$ cat src/rtl/dpll_phase_detector_pkg.sv
// Shared DPLL definitions: phase detector state encoding and the loop
// constants that the phase detector and the phase controller must agree on.
package dpll_phase_detector_pkg;

   // Nominal half period of the locally generated signal, in clock cycles.
   // The phase controller's terminal count (0x3F) is DPLL_CTRL_TERMINAL.
   localparam int DPLL_HALF_PERIOD   = 64;
   localparam int DPLL_CTRL_TERMINAL = DPLL_HALF_PERIOD - 1;

   // Random-walk filter threshold magnitude.
   localparam int DPLL_FILTER_LIMIT  = 4;

   typedef enum logic [1:0] {
      IDLE      = 2'd0,
      REF_FIRST = 2'd1,
      LOC_FIRST = 2'd2
   } pd_state_t;

   // Bits needed for a signed value spanning -limit..+limit.
   function automatic int signedWidth(input int limit);
      return $clog2(limit + 1) + 1;
   endfunction

endpackage

$ cat src/rtl/dpll_phase_detector_if.sv
// Signal bundle between the phase detector and its environment: the two
// compared inputs, the loop-closing shift pulses and the status outputs.
interface dpll_phase_detector_if #(
   parameter int ERR_WIDTH = 7
);

   logic                   referenceSignal_i;
   logic                   phasedSignal_i;
   logic                   positiveShift_o;
   logic                   negativeShift_o;
   logic signed [ERR_WIDTH:0] phaseError_o;
   logic                   errorValid_o;
   logic                   lockDetect_o;

   // Side that drives the compared signals and consumes the results.
   modport master (
      output referenceSignal_i,
      output phasedSignal_i,
      input  positiveShift_o,
      input  negativeShift_o,
      input  phaseError_o,
      input  errorValid_o,
      input  lockDetect_o
   );

   // The phase detector itself.
   modport slave (
      input  referenceSignal_i,
      input  phasedSignal_i,
      output positiveShift_o,
      output negativeShift_o,
      output phaseError_o,
      output errorValid_o,
      output lockDetect_o
   );

endinterface

$ cat src/rtl/dpll_phase_detector_edge_sync.sv
// N-stage flop chain followed by a registered rising-edge detector. Used as a
// metastability synchronizer for the asynchronous reference and as a matching
// delay line for the local signal, so both edges arrive with equal latency.
module edge_sync #(
   parameter int SYNC_STAGES = 2
) (
   input  logic clk_i,
   input  logic reset_i,
   input  logic i_signal,
   output logic o_edge
);

   logic [SYNC_STAGES-1:0] r_chain;
   logic                   r_prev;
   logic                   r_edge;

   // Shift the input through the chain and flag a 0->1 transition at its end.
   always_ff @(posedge clk_i or negedge reset_i) begin
      if (!reset_i) begin
         r_chain <= '0;
         r_prev  <= 1'b0;
         r_edge  <= 1'b0;
      end else begin
         r_chain <= (r_chain << 1) | SYNC_STAGES'(i_signal);
         r_prev  <= r_chain[SYNC_STAGES-1];
         r_edge  <= r_chain[SYNC_STAGES-1] & ~r_prev;
      end
   end

   assign o_edge = r_edge;

endmodule

$ cat src/rtl/dpll_phase_detector.sv
// DPLL phase detector and loop filter. Measures the signed distance between
// reference and local rising edges, integrates its sign in a random-walk
// filter and issues single-cycle shift pulses back to the phase controller.
module dpll_phase_detector
   import dpll_phase_detector_pkg::*;
#(
   parameter int SYNC_STAGES  = 2,
   parameter int ERR_WIDTH    = 7,
   parameter int HALF_PERIOD  = DPLL_HALF_PERIOD,
   parameter int FILTER_LIMIT = DPLL_FILTER_LIMIT,
   parameter int LOCK_WINDOW  = 2,
   parameter int LOCK_COUNT   = 8
) (
   input  logic                  clk_i,
   input  logic                  reset_i,
   dpll_phase_detector_if.slave  pdIf
);

   localparam int EW1          = ERR_WIDTH + 1;
   localparam int FILTER_WIDTH = signedWidth(FILTER_LIMIT);
   localparam int LOCK_WIDTH   = $clog2(LOCK_COUNT + 1);

   localparam logic [ERR_WIDTH-1:0] COUNT_MAX     = '1;
   localparam logic [ERR_WIDTH-1:0] TIMEOUT_COUNT = ERR_WIDTH'(HALF_PERIOD - 1);
   localparam logic [ERR_WIDTH:0]   ERR_POS_MAX   = {1'b0, {ERR_WIDTH{1'b1}}};
   localparam logic [ERR_WIDTH:0]   LOCK_WIN_MAG  = EW1'(LOCK_WINDOW);

   localparam logic signed [FILTER_WIDTH-1:0] FILTER_ONE = FILTER_WIDTH'(1);
   localparam logic signed [FILTER_WIDTH-1:0] FILTER_POS = FILTER_WIDTH'(FILTER_LIMIT);
   localparam logic signed [FILTER_WIDTH-1:0] FILTER_NEG = FILTER_WIDTH'(-FILTER_LIMIT);

   localparam logic [LOCK_WIDTH-1:0] LOCK_FULL = LOCK_WIDTH'(LOCK_COUNT);

   logic w_refEdge;
   logic w_locEdge;

   pd_state_t r_state;
   pd_state_t w_nextState;

   logic [ERR_WIDTH-1:0] r_count;
   logic [ERR_WIDTH-1:0] w_countNext;

   logic w_complete;
   logic w_errPositive;
   logic w_errNegative;
   logic w_timeout;
   logic w_restart;

   logic [ERR_WIDTH:0]        w_magnitude;
   logic signed [ERR_WIDTH:0] w_errorValue;
   logic                      w_inWindow;

   logic signed [ERR_WIDTH:0] r_phaseError;
   logic                      r_errorValid;
   logic                      r_positiveShift;
   logic                      r_negativeShift;

   logic signed [FILTER_WIDTH-1:0] r_filter;
   logic signed [FILTER_WIDTH-1:0] w_filterNext;
   logic                           w_posShift;
   logic                           w_negShift;

   logic [LOCK_WIDTH-1:0] r_lockCount;
   logic [LOCK_WIDTH-1:0] w_lockNext;

   edge_sync #(.SYNC_STAGES(SYNC_STAGES)) u_refSync (
      .clk_i    (clk_i),
      .reset_i  (reset_i),
      .i_signal (pdIf.referenceSignal_i),
      .o_edge   (w_refEdge)
   );

   edge_sync #(.SYNC_STAGES(SYNC_STAGES)) u_locDelay (
      .clk_i    (clk_i),
      .reset_i  (reset_i),
      .i_signal (pdIf.phasedSignal_i),
      .o_edge   (w_locEdge)
   );

   // Measurement state register.
   always_ff @(posedge clk_i or negedge reset_i) begin
      if (!reset_i) begin
         r_state <= IDLE;
      end else begin
         r_state <= w_nextState;
      end
   end

   // Which edge opened the current measurement; a repeat of the opening edge restarts it.
   always_comb begin
      w_nextState = r_state;
      case (r_state)
         IDLE: begin
            if (w_refEdge && w_locEdge) begin
               w_nextState = IDLE;
            end else if (w_refEdge) begin
               w_nextState = REF_FIRST;
            end else if (w_locEdge) begin
               w_nextState = LOC_FIRST;
            end
         end
         REF_FIRST: begin
            if (w_refEdge) begin
               w_nextState = REF_FIRST;
            end else if (w_locEdge || (r_count == TIMEOUT_COUNT)) begin
               w_nextState = IDLE;
            end
         end
         LOC_FIRST: begin
            if (w_locEdge) begin
               w_nextState = LOC_FIRST;
            end else if (w_refEdge || (r_count == TIMEOUT_COUNT)) begin
               w_nextState = IDLE;
            end
         end
         default: w_nextState = IDLE;
      endcase
   end

   // Measurement events: completion with its sign, timeout, restart and the next count.
   always_comb begin
      w_complete    = 1'b0;
      w_errPositive = 1'b0;
      w_errNegative = 1'b0;
      w_timeout     = 1'b0;
      w_restart     = 1'b0;
      case (r_state)
         IDLE: begin
            if (w_refEdge && w_locEdge) begin
               w_complete = 1'b1;
            end
         end
         REF_FIRST: begin
            if (w_locEdge) begin
               w_complete    = 1'b1;
               w_errNegative = 1'b1;
            end
            if (w_refEdge) begin
               w_restart = 1'b1;
            end else if (!w_locEdge && (r_count == TIMEOUT_COUNT)) begin
               w_timeout = 1'b1;
            end
         end
         LOC_FIRST: begin
            if (w_refEdge) begin
               w_complete    = 1'b1;
               w_errPositive = 1'b1;
            end
            if (w_locEdge) begin
               w_restart = 1'b1;
            end else if (!w_refEdge && (r_count == TIMEOUT_COUNT)) begin
               w_timeout = 1'b1;
            end
         end
         default: ;
      endcase

      if ((r_state == IDLE) || w_restart || (w_nextState == IDLE)) begin
         w_countNext = '0;
      end else if (r_count == COUNT_MAX) begin
         w_countNext = r_count;
      end else begin
         w_countNext = r_count + 1'b1;
      end
   end

   // Edge-to-edge distance; a positive value too large for the output clamps to its maximum.
   assign w_magnitude = {1'b0, r_count} + EW1'(1);

   // Signed error of a completing measurement and its in-window test.
   always_comb begin
      w_errorValue = '0;
      if (w_errPositive) begin
         w_errorValue = w_magnitude[ERR_WIDTH] ? ERR_POS_MAX : w_magnitude;
      end else if (w_errNegative) begin
         w_errorValue = -w_magnitude;
      end
      w_inWindow = !(w_errPositive || w_errNegative) || (w_magnitude <= LOCK_WIN_MAG);
   end

   // Random-walk filter: step by the error sign, fire a shift and clear at either threshold.
   always_comb begin
      w_filterNext = r_filter;
      w_posShift   = 1'b0;
      w_negShift   = 1'b0;
      if (w_complete) begin
         if (w_errPositive) begin
            w_filterNext = r_filter + FILTER_ONE;
         end else if (w_errNegative) begin
            w_filterNext = r_filter - FILTER_ONE;
         end
         if (w_filterNext == FILTER_POS) begin
            w_posShift   = 1'b1;
            w_filterNext = '0;
         end else if (w_filterNext == FILTER_NEG) begin
            w_negShift   = 1'b1;
            w_filterNext = '0;
         end
      end
   end

   // Lock counter: consecutive small errors count up, anything else or a timeout clears it.
   always_comb begin
      w_lockNext = r_lockCount;
      if (w_timeout) begin
         w_lockNext = '0;
      end else if (w_complete) begin
         if (!w_inWindow) begin
            w_lockNext = '0;
         end else if (r_lockCount != LOCK_FULL) begin
            w_lockNext = r_lockCount + 1'b1;
         end
      end
   end

   // Counter, filter, lock and registered outputs, all updated from the comb results.
   always_ff @(posedge clk_i or negedge reset_i) begin
      if (!reset_i) begin
         r_count         <= '0;
         r_phaseError    <= '0;
         r_errorValid    <= 1'b0;
         r_positiveShift <= 1'b0;
         r_negativeShift <= 1'b0;
         r_filter        <= '0;
         r_lockCount     <= '0;
      end else begin
         r_count         <= w_countNext;
         r_errorValid    <= w_complete;
         if (w_complete) begin
            r_phaseError <= w_errorValue;
         end
         r_positiveShift <= w_posShift;
         r_negativeShift <= w_negShift;
         r_filter        <= w_filterNext;
         r_lockCount     <= w_lockNext;
      end
   end

   assign pdIf.phaseError_o    = r_phaseError;
   assign pdIf.errorValid_o    = r_errorValid;
   assign pdIf.positiveShift_o = r_positiveShift;
   assign pdIf.negativeShift_o = r_negativeShift;
   assign pdIf.lockDetect_o    = (r_lockCount == LOCK_FULL);

endmodule

$ cat src/flat_wrapper.sv
// flat-port wrapper written by rule: the top's interface ports become plain ports
module dpll_phase_detector_flat import dpll_phase_detector_pkg::*;
#(
   parameter int SYNC_STAGES  = 2,
   parameter int ERR_WIDTH    = 7,
   parameter int HALF_PERIOD  = DPLL_HALF_PERIOD,
   parameter int FILTER_LIMIT = DPLL_FILTER_LIMIT,
   parameter int LOCK_WINDOW  = 2,
   parameter int LOCK_COUNT   = 8
)
  (clk_i, reset_i, pdIf_referenceSignal_i, pdIf_phasedSignal_i, pdIf_positiveShift_o, pdIf_negativeShift_o, pdIf_phaseError_o, pdIf_errorValid_o, pdIf_lockDetect_o);
  dpll_phase_detector_if #(.ERR_WIDTH(ERR_WIDTH)) pdIf_i ();
  input  logic clk_i;
  input  logic reset_i;
  input wire logic [$bits(pdIf_i.referenceSignal_i)-1:0] pdIf_referenceSignal_i;
  input wire logic [$bits(pdIf_i.phasedSignal_i)-1:0] pdIf_phasedSignal_i;
  output wire logic [$bits(pdIf_i.positiveShift_o)-1:0] pdIf_positiveShift_o;
  output wire logic [$bits(pdIf_i.negativeShift_o)-1:0] pdIf_negativeShift_o;
  output wire logic [$bits(pdIf_i.phaseError_o)-1:0] pdIf_phaseError_o;
  output wire logic [$bits(pdIf_i.errorValid_o)-1:0] pdIf_errorValid_o;
  output wire logic [$bits(pdIf_i.lockDetect_o)-1:0] pdIf_lockDetect_o;
  assign pdIf_i.referenceSignal_i = pdIf_referenceSignal_i;
  assign pdIf_i.phasedSignal_i = pdIf_phasedSignal_i;
  assign pdIf_positiveShift_o = pdIf_i.positiveShift_o;
  assign pdIf_negativeShift_o = pdIf_i.negativeShift_o;
  assign pdIf_phaseError_o = pdIf_i.phaseError_o;
  assign pdIf_errorValid_o = pdIf_i.errorValid_o;
  assign pdIf_lockDetect_o = pdIf_i.lockDetect_o;
  dpll_phase_detector #(.SYNC_STAGES(SYNC_STAGES), .ERR_WIDTH(ERR_WIDTH), .HALF_PERIOD(HALF_PERIOD), .FILTER_LIMIT(FILTER_LIMIT), .LOCK_WINDOW(LOCK_WINDOW), .LOCK_COUNT(LOCK_COUNT)) u_core (.clk_i(clk_i), .reset_i(reset_i), .pdIf(pdIf_i));
endmodule
$ cat config.mk
export PLATFORM = sky130hd
export DESIGN_NAME = dpll_phase_detector_flat
export DESIGN_NICKNAME = d
export VERILOG_FILES = /design/src/rtl/dpll_phase_detector_pkg.sv /design/src/rtl/dpll_phase_detector_if.sv /design/src/rtl/dpll_phase_detector_edge_sync.sv /design/src/rtl/dpll_phase_detector.sv /design/src/flat_wrapper.sv
export SDC_FILE = /design/constraint.sdc
export NUM_CORES = 1
export LEC_CHECK = 0
export ABC_AREA = 0
export CORE_UTILIZATION = 50
export CTS_CLUSTER_SIZE = 24
export DETAILED_ROUTE_END_ITERATION = 8
export MAX_ROUTING_LAYER = met4
export PLACE_DENSITY = 0.81
export REMOVE_ABC_BUFFERS = 1
export SKIP_LAST_GASP = 1
export SYNTH_ARGS = -nofsm -noshare
export SYNTH_HDL_FRONTEND = slang
export SYNTH_SLANG_ARGS = --single-unit
$ cat constraint.sdc
create_clock -name clk_i -period 6 [get_ports clk_i]
set_input_delay 1.5 -clock clk_i [delete_from_list [all_inputs] [get_ports clk_i]]
set_output_delay 1.5 -clock clk_i [all_outputs]
set_load 0.01 [all_outputs]
# Word-level counts from Yosys, hierarchy flattened
# Index checks and enable logic that the tools add are counted.
dict set report totals {
  register_bits 36
  elab_cells 92
  in_bits 4
}
dict set report op_classes {
  n_addsub 6
  order_cmp 1
  eq_ne 10
  n_reduce_logical 16
  mux 39
  bitwise_logic 6
}
# op n
set op_table {}
lappend op_table {{4-bit two-way mux} 9}
lappend op_table {{7-bit two-way mux} 3}
lappend op_table {{8-bit two-way mux} 2}
lappend op_table {{1-bit two-way mux} 14}
lappend op_table {{2-bit two-way mux} 7}
lappend op_table {{7-bit by 1-bit adder with 8-bit output, second input constant} 1}
lappend op_table {{4-bit equality test, second input constant} 2}
lappend op_table {{8-bit by 2-bit less-or-equal comparator with 1-bit output, second input constant} 1}
lappend op_table {{8-bit negator} 1}
lappend op_table {{7-bit by 1-bit adder with 7-bit output, second input constant} 1}
lappend op_table {{7-bit by 6-bit equality test with 1-bit output, second input constant} 1}
lappend op_table {{7-bit equality test, second input constant} 1}
lappend op_table {{1-bit logical OR} 6}
lappend op_table {{2-bit one-hot mux with 3 select lines} 1}
lappend op_table {{4-bit by 1-bit adder with 4-bit output, second input constant} 1}
lappend op_table {{4-bit by 2-bit adder with 4-bit output, second input constant} 1}
lappend op_table {{4-bit by 3-bit equality test with 1-bit output, second input constant} 1}
lappend op_table {{2-bit zero test} 2}
lappend op_table {{4-bit != test, second input constant} 1}
lappend op_table {{2-bit by 1-bit OR with 2-bit output} 2}
lappend op_table {{1-bit one-hot mux with 2 select lines} 2}
lappend op_table {{4-bit by 2-bit subtractor with 4-bit output, second input constant} 1}
lappend op_table {{1-bit logical AND} 3}
lappend op_table {{1-bit zero test} 3}
lappend op_table {{other kinds (9)} 11}

# Depth between registers and ports, before layout
dict set report depth {
  depth_word 9
  mapped_depth 9
  ltp_nobuf 8
}

# Hierarchy
# From an unflattened synthesis, not the netlist that was laid out.
dict set report hier_totals {
  cells_unflattened 230
  area_unflattened_um2 2115.8
}
# module cells_per_inst n_inst area_each_um2
set modules_own_cells {}
lappend modules_own_cells {dpll_phase_detector 220 1 1888.1}
lappend modules_own_cells {edge_sync 5 2 113.9}

# Least setup slack after synthesis
# No wires, ideal clock.
dict set report synth_timing {
  path_kind {register -> output}
  start {register u_core.r_lockCount[0]}
  end {output pdIf_lockDetect_o}
  stages_incl_launch_ff 6
  path_slack_ns 3.414
  required_time_ns 4.500
  arrival_time_ns 1.086
  path_cell_list {dfrtp_1 inv_1 ha_1 nand2_1 or2_2 inv_1}
}
dict set report synth_between {
  elab_chain_len 1
}
# item line
set synth_rtl {}
lappend synth_rtl {{from (decl)} dpll_phase_detector.sv:63} ;# logic [LOCK_WIDTH-1:0] r_lockCount;
lappend synth_rtl {{from (signal assigned)} dpll_phase_detector.sv:235} ;# r_lockCount <= w_lockNext;
lappend synth_rtl {{4-bit equality test} dpll_phase_detector.sv:243} ;# assign pdIf.lockDetect_o = (r_lockCount == LOCK_FULL);
lappend synth_rtl {{to (decl)} flat_wrapper.sv:21} ;# output wire logic [$bits(pdIf_i.lockDetect_o)-1:0] pdIf_lockDetect_o;
# No other way between the ends.

# Worst setup path in the final report
# Same ends and word-level chain as after synthesis.

==> results by group <==
Logic synthesis
  • Cell count after synthesis: 230
  • Mux contribution to synthesized area: 0.941%
  • Synth Area in Compound Gates: 23.3%
  • Most frequent cells after synthesis: 36 x dfrtp_1, 21 x nand2_1, 13 x a21oi_1, 13 x inv_1, 13 x nor2_1
  • Sequential area share after synthesis: 39.9%
  • Synth Area in XOR/XNOR: 4.98%
  • Synth warn: 0
  • Syn_area_per_cell: 9.82 µm²
  • Top cell type's share of synthesized area: 39.9%
  • Most frequent cell after synthesis: dfrtp_1
  • Flops & latches, synth: 36
  • Post-synth EDFFs: 0
  • Post-Synth Simple-Gate Area: 18.9%
  • Largest family of logic cells by synthesized area: compound AO/OA/AOI/OAI gates
  • Dominant cell type by area after synthesis: dfrtp_1
  • Post-Synth Adder-Cell Area: 5.54%
  • Syn Std Cell Area: 0.00226 mm²
  • Synth top area cells: dfrtp_1 40%, ha_1 5.5%, nand2_1 3.5%, xnor2_1 3.1%, a21oi_1 2.9%
  • Async set or reset register ratio after synthesis: 100%
  • Main synth FF type: dfrtp_1
  • Netlist cell types: 62

STA
  • Fin crit period: 3.51 ns
  • Worst clock skew: 0.0102 ns
  • Setup TNS: 0 ns
  • Fin crit share: 58.5%
  • Final hold vios: 0
  • RSZ-0062 raised after global routing: false
  • Final slew viol count: 0
  • Slew of the pin with the lowest slew margin: 0.821 ns
  • Final setup vio count: 0
  • Slew headroom: 44.8%
  • F_max: 0.285 GHz

Final layout
  • Area grow syn2layout: 9.97%
  • Share of post-route cells with drive strength above 1: 12.5%
  • Nets: 253
  • ANT cells: 0

Min path
  • Hold Startpoint: u_core.u_refSync.r_chain[0]
  • Hold Crit Depth: 0
  • Hold EP: u_core.u_refSync.r_chain[1]
  • HP Class: flip-flop to flip-flop

Worst setup path
  • Max FO, Critical Path: 5
  • Most common cell on crit path: inv_1
  • Worst Reg-to-Reg Cells: 4
  • Setup CP Type: flip-flop to primary output
  • Setup slack, reg-to-reg: 3.64 ns
  • FF-to-FF End: u_core.r_lockCount[1]
  • Worst EP required: 4.50 ns
  • Slowest stage delay, CP: 0.56 ns
  • Worst-path cell chain: inv_1 -> ha_1 -> nand2_1 -> or2_2 -> inv_1 -> clkdlybuf4s50_1
  • Critical path capture point type: primary output
  • Slowest cell on crit path: clkdlybuf4s50_1
  • Worst EP arrival: 2.01 ns
  • CP startpoint kind: flip-flop
  • RR Startpoint: u_core.r_count[0]

Clocking
  • Clk_lat worst skew: 0.30 ns
  • Clock Pin Slew Worst Setup and Hold Paths: 0.08 ns
  • CTS Buf Count: 5
  • Hold buffer count at CTS: 0
  • Setup bufs post-CTS: 0
  • CTS tree: built
  • CTS sink count: 36
  • H-tree depth: 2
  • CTS resizes: 0
  • Root Buffer Master: clkbuf_8
  • Max Buffers Root-to-Sink: 2

Global route
  • GRT Util Overall: 20.3%
  • Largest net degree at the start of global routing: 37
  • Global-route wire length before repair: 7580 µm
  • Gr ovfl total: 0
  • Antenna violations before repair: 0
  • Number of global-route vias before repair: 1612

Place
  • # port buffers: 15
  • GPL Wtd Cong: 0.880
  • DP HPWL: 3150 µm

Floorplanning
  • Row Count: 24
  • I/O pin count: 16
  • Die area: 0.00479 mm²
  • Starting Density: 51.9%
  • Core Region: 0.00435 mm²
  • DIE WIDTH: 69.2 µm
  • DIE HEIGHT: 69.2 µm

Route
  • Residual DRC: 0
  • Detailed Route WL: 4390 µm
  • Post-DR vias/cell: 6.13
  • DR vias: 1791
  • 1st-pass router iterations: 5
  • DR iter-0 viols: 176
  • Routed Antenna Nets: 0
  • Routed len/inst: 15.0 µm

Power
  • Leakage: 1.03 nW
  • Peak supply drop: 0.145 mV
  • PD cells: 381 mW/mm²
  • Power, Total: 0.948 mW

Run status
  • Status: complete, no violations

Job
  • Max cap viols: 0
==> area by class of cell <==
class / count / area, µm²
fill: 367 / 1870
multi-input combinational: 168 / 1210
sequential: 36 / 901
timing repair buffer: 15 / 145
clock buffer: 5 / 68.8
tap: 52 / 65.1
inverter: 13 / 48.8
clock inverter: 3 / 42.5
==> power by group <==
| part | total [mW] | internal [mW] | switching (mW) |
|---|---|---|---|
| logic | 0.371 | 0.172 | 0.198 |
| registers | 0.364 | 0.302 | 0.0620 |
| clock network | 0.214 | 0.123 | 0.0908 |
| total | 0.948 | 0.597 | 0.351 |
==> placed cells by master, fill, tap and decap left out, types with 8 or more instances in the layout <==
| master | n |
|---|---|
| ha_1 | 10 |
| dfrtp_1 | 36 |
| nor3_1 | 9 |
| a21oi_1 | 13 |
| nand2_1 | 21 |
| o21ai_0 | 10 |
| clkdlybuf4s50_1 | 14 |
| xnor2_1 | 8 |
| nor2_1 | 13 |
| inv_1 | 13 |
==> cells by family after synthesis <==
family,count (synthesis)
AOI/OAI and AO/OA,65
and+or+nand+nor,79
muxes,2
adders and majority gates,10
buffers and inverters,26
DFF,36
xor gates and xnor gates,12
==> registers in the layout, indices dropped and copies added (netlist names), 2 cells and up <==
name	cells
u_core.u_refSync.r_chain	2
u_core.r_lockCount	4
u_core.r_filter	4
u_core.r_state	2
u_core.pdIf.phaseError_o	8
u_core.u_locDelay.r_chain	2
u_core.r_count	7
==> per-layer routing <==
metal / up-vias / wire (µm) / global-route usage, %
li1: 853 / - / -
met1: 853 / 2050 / 27.4
met5: - / 0 / -
met3: 15 / 238 / 3.92
met4: 0 / 95 / 10.4
met2: 70 / 2010 / 28.9
==> metrics by stage <==
step	area, µm²	hold slack [ns]	instances	worst slack (ns)	utilization, %
3_5_place_dp	2370	0.336	284	2.82	54.5
5_1_grt	2480	0.363	292	2.42	57.1
2_1_floorplan	2160	0.331	217	3.41	-
3_3_place_gp	2370	0.334	284	2.87	54.5
4_1_cts	2480	0.353	292	2.49	57.1
6_report	2480	0.349	292	2.49	57.1
==> worst max-delay path, delay by kind of cell, from the launching register on <==
family | cells | cell delay [ns]
adder cells (fa/ha/maj) | 1 | 0.15
buffers and inverters | 3 | 0.80
flip-flops | 1 | 0.44
AND/OR/NAND/NOR | 2 | 0.34
==> worst max-delay path by stage <==
stage,slack (ns),startpoint,depth (start not counted),to
after floorplan,3.41,u_core.r_lockCount[0],5,pdIf_lockDetect_o
after CTS,2.49,u_core.r_lockCount[0],6,pdIf_lockDetect_o
after global routing,2.42,u_core.r_lockCount[0],6,pdIf_lockDetect_o
after global placement,2.87,u_core.r_lockCount[0],6,pdIf_lockDetect_o
after detailed placement,2.82,u_core.r_lockCount[0],6,pdIf_lockDetect_o
final,2.49,u_core.r_lockCount[0],6,pdIf_lockDetect_o
No activity file was read; power rests on OpenSTA's default activity.
